[config.mk]
export PLATFORM = sky130hd
export DESIGN_NAME = pcpi_muldiv_iter_flat
export DESIGN_NICKNAME = d
export VERILOG_FILES = /design/src/rtl/pcpi_muldiv_iter_if.sv /design/src/rtl/pcpi_muldiv_iter.sv /design/src/flat_wrapper.sv
export SDC_FILE = /design/constraint.sdc
export NUM_CORES = 2
export LEC_CHECK = 0
export CAP_MARGIN = 5
export CORE_MARGIN = 5
export CORE_UTILIZATION = 40
export CTS_CLUSTER_DIAMETER = 80
export DETAILED_ROUTE_END_ITERATION = 16
export GPL_TIMING_DRIVEN = 1
export HOLD_SLACK_MARGIN = 0.12
export PLACE_DENSITY = 0.53
export SLEW_MARGIN = 30
export SYNTH_ARGS = -nofsm -noshare
export SYNTH_HDL_FRONTEND = slang
export SYNTH_SLANG_ARGS = --single-unit
[constraint.sdc]
create_clock -name clk -period 17 [get_ports clk]
set_input_delay 5.1 -clock clk [delete_from_list [all_inputs] [get_ports clk]]
set_output_delay 5.1 -clock clk [all_outputs]
set_load 0.01 [all_outputs]
[src/rtl/pcpi_muldiv_iter_if.sv]
// ---------------------------------------------------------------------------
// pcpi_muldiv_iter_if
// PCPI co-processor bus bundle between the core (master) and an M-extension
// co-processor (slave).
//   pcpi_valid  core -> slave   instruction presented
//   pcpi_insn   core -> slave   32-bit instruction word
//   pcpi_rs1    core -> slave   operand 1 (XLEN)
//   pcpi_rs2    core -> slave   operand 2 (XLEN)
//   pcpi_wr     slave -> core   write-back strobe
//   pcpi_rd     slave -> core   result (XLEN)
//   pcpi_wait   slave -> core   instruction claimed, result pending
//   pcpi_ready  slave -> core   one-cycle completion pulse
// ---------------------------------------------------------------------------
interface pcpi_muldiv_iter_if #(
   parameter int XLEN = 32
);
   logic            pcpi_valid;
   logic [31:0]     pcpi_insn;
   logic [XLEN-1:0] pcpi_rs1;
   logic [XLEN-1:0] pcpi_rs2;
   logic            pcpi_wr;
   logic [XLEN-1:0] pcpi_rd;
   logic            pcpi_wait;
   logic            pcpi_ready;

   modport master (
      output pcpi_valid, pcpi_insn, pcpi_rs1, pcpi_rs2,
      input  pcpi_wr, pcpi_rd, pcpi_wait, pcpi_ready
   );

   modport slave (
      input  pcpi_valid, pcpi_insn, pcpi_rs1, pcpi_rs2,
      output pcpi_wr, pcpi_rd, pcpi_wait, pcpi_ready
   );
endinterface

[src/rtl/pcpi_muldiv_iter.sv]
// ---------------------------------------------------------------------------
// pcpi_muldiv_iter
// Iterative RV32M multiply/divide co-processor on the PCPI bus.
// MUL/MULH/MULHSU/MULHU retire MUL_STEP multiplier bits per cycle; with
// ENABLE_DIV set, DIV/DIVU/REM/REMU run on a 1-bit/cycle restoring divider.
// Every operation spends one extra cycle after its iterations to select and
// sign-fix the result, so ready follows accept by N+1 cycles.
// Ports:
//   clk     rising-edge clock
//   resetn  asynchronous active-low reset
//   pcpi    PCPI slave modport (valid/insn/rs1/rs2 in; wr/rd/wait/ready out)
// Parameters: XLEN (multiple of MUL_STEP), MUL_STEP (1,2,4,8), ENABLE_DIV.
// ---------------------------------------------------------------------------
module pcpi_muldiv_iter #(
   parameter int XLEN       = 32,
   parameter int MUL_STEP   = 4,
   parameter int ENABLE_DIV = 1
) (
   input  logic              clk,
   input  logic              resetn,
   pcpi_muldiv_iter_if.slave pcpi
);
   localparam int MUL_N = XLEN / MUL_STEP;
   localparam int CNT_W = $clog2(XLEN + 1);

   typedef enum logic [1:0] {S_IDLE, S_MUL, S_DIV, S_DONE} state_t;

   state_t           state;
   logic             armed;
   logic [CNT_W-1:0] cnt;
   logic [2:0]       f3;
   logic             ready_q;
   logic             wait_q;
   logic [XLEN-1:0]  rd_q;

   logic [2*XLEN-1:0] acc;
   logic [2*XLEN-1:0] mcand;
   logic [XLEN-1:0]   mplier;
   logic              b_neg;
   logic [XLEN-1:0]   rem;
   logic [XLEN-1:0]   quo;
   logic [XLEN-1:0]   dvsr;
   logic              q_neg;
   logic              r_neg;
   logic              dvsr_zero;

   function automatic logic [XLEN-1:0] neg_if(input logic [XLEN-1:0] v, input logic neg);
      return neg ? (~v + 1'b1) : v;
   endfunction

   // Sum of the multiplicand shifted by each set bit of one multiplier chunk.
   function automatic logic [2*XLEN-1:0] mul_chunk(input logic [2*XLEN-1:0] a,
                                                   input logic [MUL_STEP-1:0] b);
      logic [2*XLEN-1:0] sum;
      sum = '0;
      for (int j = 0; j < MUL_STEP; j++)
         if (b[j]) sum = sum + (a << j);
      return sum;
   endfunction

   logic [31:0]     insn;
   logic [XLEN-1:0] rs1, rs2;
   logic [2:0]      f3_in;
   logic            is_m, is_mul, is_div, accept;
   logic            a_sx, b_sx, div_sgn;
   logic            unused_insn;

   assign insn    = pcpi.pcpi_insn;
   assign rs1     = pcpi.pcpi_rs1;
   assign rs2     = pcpi.pcpi_rs2;
   assign f3_in   = insn[14:12];
   assign is_m    = (insn[6:0] == 7'b0110011) && (insn[31:25] == 7'b0000001);
   assign is_mul  = is_m && !f3_in[2];
   assign is_div  = is_m && f3_in[2] && (ENABLE_DIV != 0);
   assign accept  = (state == S_IDLE) && armed && pcpi.pcpi_valid && (is_mul || is_div);
   assign unused_insn = &{1'b0, insn[24:15], insn[11:7]};

   // MULH and MULHSU sign-extend rs1; only MULH sign-extends rs2.
   assign a_sx    = f3_in[1] ^ f3_in[0];
   assign b_sx    = (f3_in[1:0] == 2'b01);
   assign div_sgn = !f3_in[0];

   // A signed rs2 contributes -2^XLEN * rs1 beyond its low XLEN bits. By the
   // final cycle mcand has been shifted left by exactly XLEN, so that
   // correction is a single subtraction of mcand.
   logic [2*XLEN-1:0] prod;
   logic [XLEN-1:0]   q_res, r_res, result;
   logic [XLEN:0]     trial;

   assign prod   = b_neg ? (acc - mcand) : acc;
   assign q_res  = dvsr_zero ? '1 : neg_if(quo, q_neg);
   assign r_res  = neg_if(rem, r_neg);
   assign result = f3[2] ? (f3[1] ? r_res : q_res)
                         : ((f3[1:0] == 2'b00) ? prod[XLEN-1:0] : prod[2*XLEN-1:XLEN]);

   // Restoring step: trial[XLEN] is the borrow, set when the shifted
   // remainder is smaller than the divisor.
   assign trial  = {rem, quo[XLEN-1]} - {1'b0, dvsr};

   always_ff @(posedge clk or negedge resetn) begin
      if (!resetn) begin
         state   <= S_IDLE;
         armed   <= 1'b1;
         cnt     <= '0;
         f3      <= '0;
         ready_q <= 1'b0;
         wait_q  <= 1'b0;
         rd_q    <= '0;
      end else begin
         ready_q <= 1'b0;
         // armed only re-arms once the core lets go of valid, so a valid
         // still held after ready cannot relaunch the same instruction.
         if (!pcpi.pcpi_valid)
            armed <= 1'b1;
         else if (accept)
            armed <= 1'b0;
         case (state)
            S_IDLE: begin
               if (accept) begin
                  state  <= is_mul ? S_MUL : S_DIV;
                  cnt    <= is_mul ? CNT_W'(MUL_N) : CNT_W'(XLEN);
                  f3     <= f3_in;
                  wait_q <= 1'b1;
               end
            end
            S_MUL, S_DIV: begin
               if (!pcpi.pcpi_valid) begin
                  state  <= S_IDLE;
                  wait_q <= 1'b0;
               end else if (cnt == '0) begin
                  state   <= S_DONE;
                  wait_q  <= 1'b0;
                  ready_q <= 1'b1;
                  rd_q    <= result;
               end else begin
                  cnt <= cnt - 1'b1;
               end
            end
            S_DONE:  state <= S_IDLE;
            default: state <= S_IDLE;
         endcase
      end
   end

   always_ff @(posedge clk) begin
      if (accept) begin
         acc       <= '0;
         mcand     <= {{XLEN{a_sx & rs1[XLEN-1]}}, rs1};
         mplier    <= rs2;
         b_neg     <= b_sx & rs2[XLEN-1];
         rem       <= '0;
         quo       <= neg_if(rs1, div_sgn & rs1[XLEN-1]);
         dvsr      <= neg_if(rs2, div_sgn & rs2[XLEN-1]);
         q_neg     <= div_sgn & (rs1[XLEN-1] ^ rs2[XLEN-1]);
         r_neg     <= div_sgn & rs1[XLEN-1];
         dvsr_zero <= (rs2 == '0);
      end else if (state == S_MUL && cnt != '0) begin
         acc    <= acc + mul_chunk(mcand, mplier[MUL_STEP-1:0]);
         mcand  <= mcand << MUL_STEP;
         mplier <= mplier >> MUL_STEP;
      end else if (state == S_DIV && cnt != '0) begin
         if (!trial[XLEN]) begin
            rem <= trial[XLEN-1:0];
            quo <= {quo[XLEN-2:0], 1'b1};
         end else begin
            rem <= {rem[XLEN-2:0], quo[XLEN-1]};
            quo <= {quo[XLEN-2:0], 1'b0};
         end
      end
   end

   assign pcpi.pcpi_ready = ready_q;
   assign pcpi.pcpi_wr    = ready_q;
   assign pcpi.pcpi_wait  = wait_q;
   assign pcpi.pcpi_rd    = rd_q;
endmodule

[src/flat_wrapper.sv]
// flat-port wrapper written by rule: the top's interface ports become plain ports
module pcpi_muldiv_iter_flat 
#(
   parameter int XLEN       = 32,
   parameter int MUL_STEP   = 4,
   parameter int ENABLE_DIV = 1
)
  (clk, resetn, pcpi_pcpi_valid, pcpi_pcpi_insn, pcpi_pcpi_rs1, pcpi_pcpi_rs2, pcpi_pcpi_wr, pcpi_pcpi_rd, pcpi_pcpi_wait, pcpi_pcpi_ready);
  pcpi_muldiv_iter_if #(.XLEN(XLEN)) pcpi_i ();
  input  logic clk;
  input  logic resetn;
  input wire logic [$bits(pcpi_i.pcpi_valid)-1:0] pcpi_pcpi_valid;
  input wire logic [$bits(pcpi_i.pcpi_insn)-1:0] pcpi_pcpi_insn;
  input wire logic [$bits(pcpi_i.pcpi_rs1)-1:0] pcpi_pcpi_rs1;
  input wire logic [$bits(pcpi_i.pcpi_rs2)-1:0] pcpi_pcpi_rs2;
  output wire logic [$bits(pcpi_i.pcpi_wr)-1:0] pcpi_pcpi_wr;
  output wire logic [$bits(pcpi_i.pcpi_rd)-1:0] pcpi_pcpi_rd;
  output wire logic [$bits(pcpi_i.pcpi_wait)-1:0] pcpi_pcpi_wait;
  output wire logic [$bits(pcpi_i.pcpi_ready)-1:0] pcpi_pcpi_ready;
  assign pcpi_i.pcpi_valid = pcpi_pcpi_valid;
  assign pcpi_i.pcpi_insn = pcpi_pcpi_insn;
  assign pcpi_i.pcpi_rs1 = pcpi_pcpi_rs1;
  assign pcpi_i.pcpi_rs2 = pcpi_pcpi_rs2;
  assign pcpi_pcpi_wr = pcpi_i.pcpi_wr;
  assign pcpi_pcpi_rd = pcpi_i.pcpi_rd;
  assign pcpi_pcpi_wait = pcpi_i.pcpi_wait;
  assign pcpi_pcpi_ready = pcpi_i.pcpi_ready;
  pcpi_muldiv_iter #(.XLEN(XLEN), .MUL_STEP(MUL_STEP), .ENABLE_DIV(ENABLE_DIV)) u_core (.clk(clk), .resetn(resetn), .pcpi(pcpi_i));
endmodule
==> metrics.md <==
| Metric | Value |
|---|---|
| Slowest-stage cell, CP | a2111oi_0 |
| Final period utilization | 0.7959 |
| Critical path type | reg2reg |
| CP top delay family | compound AO/OA/AOI/OAI gates |
| Max Freq | 73.91 MHz |
| Total core area | 0.09139 sq mm |
| Crit. End Element | flip-flop |
| Async set-or-reset flop fraction in the synthesized netlist | 0.1503 |
| Ys flop type | edfxtp_1 |
| GP Congestion | 0.9372 |
| CTS max path bufs | 3 |
| Finished Layout Cells | 5955 |
| Via count | 34940 |
| Initial antenna violation count | 3 |
| Total gr overflow | 0 |
| Worst R2R Setup Slack | 3.47 ns |
| Most frequent cells in the layout | nand2_1 (632), a21oi_1 (483), o21ai_0 (391), ha_1 (347), nor2_1 (280) |
| Setup Skew | 0.02749 ns |
| Area grow syn2layout | 8.860% |
| Final slew viol count | 0 |
| PortBufs | 118 |
| Die area | 0.09784 sq mm |
| Worst reg2reg startpoint | u_core.mplier[0] |
| Post-DRT Antenna Nets | 0 |
| Largest net degree at the start of global routing | 88 |
| Post-synthesis register bit count | 306 |
| Relative slew margins | 0.2875 |
| CP bufs+invs | 2 |
| Die H | 312.8 microns |
| Seq/Total Area, Yosys | 0.2181 |
| Most used cell, CP | o21ai_0 |
| Post-Syn Instances | 4775 |
| HP Start | u_core.armed |
| Clock slew at reported path FFs | 0.06 ns |
| Clk sinks | 306 |
| Post-synth cell types | 89 |
| Worst-Skew Late Latency | 0.57 ns |
| Cells after DPL | 5880 |
| TritonCTS Buffers | 39 |
| Syn_nets | 5227 |
| Fraction of layout cells with a size suffix above 1 | 0.05055 |
| Initial Utilization | 0.4013 |
| GRT Resource Usage Total | 0.2544 |
| Hold buffers post-CTS | 0 |
| Final TNS setup | 0 ns |
| # nets final | 5189 |
| Crit path time final | 13.53 ns |
| Max Cap Viol | 0 |
| Final hold violations | 0 |
| Setup slack after layout | 3.470 ns |
| Post-Syn Area per Cell | 7.680 sq um |
| Hpwl dp | 103100 microns |
| Num rows | 111 |
| CP arrival | 13.99 ns |
| RSZ-0062 raised after global routing | false |
| I/O pins | 134 |
| Final wirelength | 129400 microns |
| Setup violation total in the final timing report | 0 |
| WP depth | 51 |
| Hold Crit Endpoint | u_core.armed |
| Root Driver | clkbuf_16 |
| Startpoint Class | flip-flop |
| Crit-path max cell delay | 0.83 ns |
| Global-route wire length before repair | 198600 microns |
| Die W | 312.8 microns |
| Post-CTS setup buffers | 0 |
| Largest fanout on the critical path | 9 |
| Post-CTS sizing | 0 |
| Cell depth of the worst hold path | 2 |
| DP Area | 0.03866 sq mm |
| Run status | finished, final reports clean |
| Worst EP required | 17.46 ns |
| Starting DRT DRC Count | 2950 |
| Crit Reg-Reg Endpoint | u_core.acc[63] |
| Synth warnings | 0 |
| WL/cell | 21.73 microns |
| Post-synth EDFFs | 164 |
| Final instance area | 0.03992 sq mm |
| Drc violations | 0 |
| First-pass DRT Iterations | 5 |
| Pre-CTS setup slack | 3.609 ns |
| CTS tree | done |
| Commonest non-fill, non-tap cell in the layout | nand2_1 |
| Worst min path class | reg2reg |
| Post-Syn Area | 0.03667 sq mm |
| Vias/cell | 5.867 |
| Vias in the first global route | 32485 |
| Actual slew at the worst max-slew pin | 1.061 ns |
| H-Tree Depth | 2 |
| Reg2reg path depth | 51 |
-- kinds of logic after synthesis --
group           after synthesis  share of synthesized area
simple gates               1462                     0.1856
mux                         144                    0.04650
buf+inv                     479                    0.05162
flops                       306                     0.2181
fa+ha+maj                   353                     0.1217
compound gates             1599                     0.2730
xor+xnor                    432                     0.1036
-- synth_stat cells, types with 24 or more instances --
cell type | n | share of area
a221oi_1 | 37 | 0.0088
nand3_1 | 80 | 0.011
mux2_2 | 81 | 0.025
and2_1 | 55 | 0.0094
mux2i_1 | 50 | 0.014
o31ai_1 | 47 | 0.0096
a21oi_1 | 483 | 0.066
inv_1 | 247 | 0.025
nand4_1 | 56 | 0.0096
dfxtp_1 | 96 | 0.052
xnor2_1 | 233 | 0.056
nor2b_1 | 59 | 0.010
nand2_1 | 633 | 0.065
ha_1 | 347 | 0.12
a31oi_1 | 55 | 0.0094
nor3_1 | 67 | 0.0091
o21ai_0 | 391 | 0.053
xor2_1 | 198 | 0.047
nor4_1 | 24 | 0.0041
a21o_1 | 242 | 0.050
or3_1 | 30 | 0.0051
dfrtp_1 | 45 | 0.031
nor2_1 | 283 | 0.029
and3_1 | 45 | 0.0077
nand2b_1 | 41 | 0.0070
clkbuf_1 | 196 | 0.020
edfxtp_1 | 164 | 0.13
o21a_1 | 52 | 0.011
a211oi_1 | 34 | 0.0070
o21bai_1 | 65 | 0.013
-- per-layer routing --
| layer | vias up | track usage | wire length, microns |
|---|---|---|---|
| li1 | 17285 | - | - |
| met1 | 16621 | 0.3865 | 63880 |
| met2 | 924 | 0.3962 | 55820 |
| met3 | 110 | 0.02129 | 7210 |
| met4 | 0 | 0.04995 | 2484 |
| met5 | - | 0 | 0 |
-- worst max path at each step --
stage | startpoint | endpoint | slack [ns]
after floorplan | u_core.mplier[0] | u_core.acc[63] | 5.47
after global placement | u_core.mplier[0] | u_core.acc[63] | 3.66
after detailed placement | u_core.mplier[0] | u_core.acc[63] | 3.61
after CTS | u_core.mplier[0] | u_core.acc[63] | 3.54
after global routing | u_core.mplier[0] | u_core.acc[63] | 2.65
final | u_core.mplier[0] | u_core.acc[63] | 3.47
-- worst register-to-register path: cells and delay by family, from the launching register on --
family                   cells  cell delay, ns
buffers and inverters        2            0.25
flip-flops                   1            0.65
AND/OR/NAND/NOR             11            2.09
multiplexers                 1            0.29
XOR/XNOR                     6            1.13
AO/OA/AOI/OAI               27            7.67
adder cells (fa/ha/maj)      4            1.36
-- state kept, by name, indices dropped and copies added (netlist names) --
name,flops
u_core.acc,64
u_core.mcand,64
u_core.dvsr,32
u_core.mplier,32
u_core.pcpi.pcpi_rd,32
u_core.quo,32
u_core.rem,32
u_core.cnt,6
u_core.f3,3
u_core.state,2
u_core.armed,1
u_core.b_neg,1
u_core.dvsr_zero,1
u_core.pcpi.pcpi_ready,1
u_core.pcpi.pcpi_wait,1
u_core.q_neg,1
u_core.r_neg,1
-- cell type report --
type | instances | area (sq um)
multi-input cells | 3990 | 26820
clock buffers | 54 | 1064
fillers | 9373 | 51460
clock inverters | 18 | 143.9
repair buffers | 152 | 1471
well taps | 1186 | 1484
flip-flops and latches | 306 | 7999
inverters | 248 | 938.4
diodes | 1 | 2.502
-- metrics by stage --
stage,util,hold WS (ns)
floorplan,-,0.4460
global route,0.4368,0.4971
global placement,0.4230,0.4556
CTS,0.4362,0.4645
detailed placement,0.4230,0.4549
finish,0.4369,0.4646
Power is left out: the tool's default activity adds up to more than one toggle a clock period on the data nets, which glitch-free logic cannot reach.
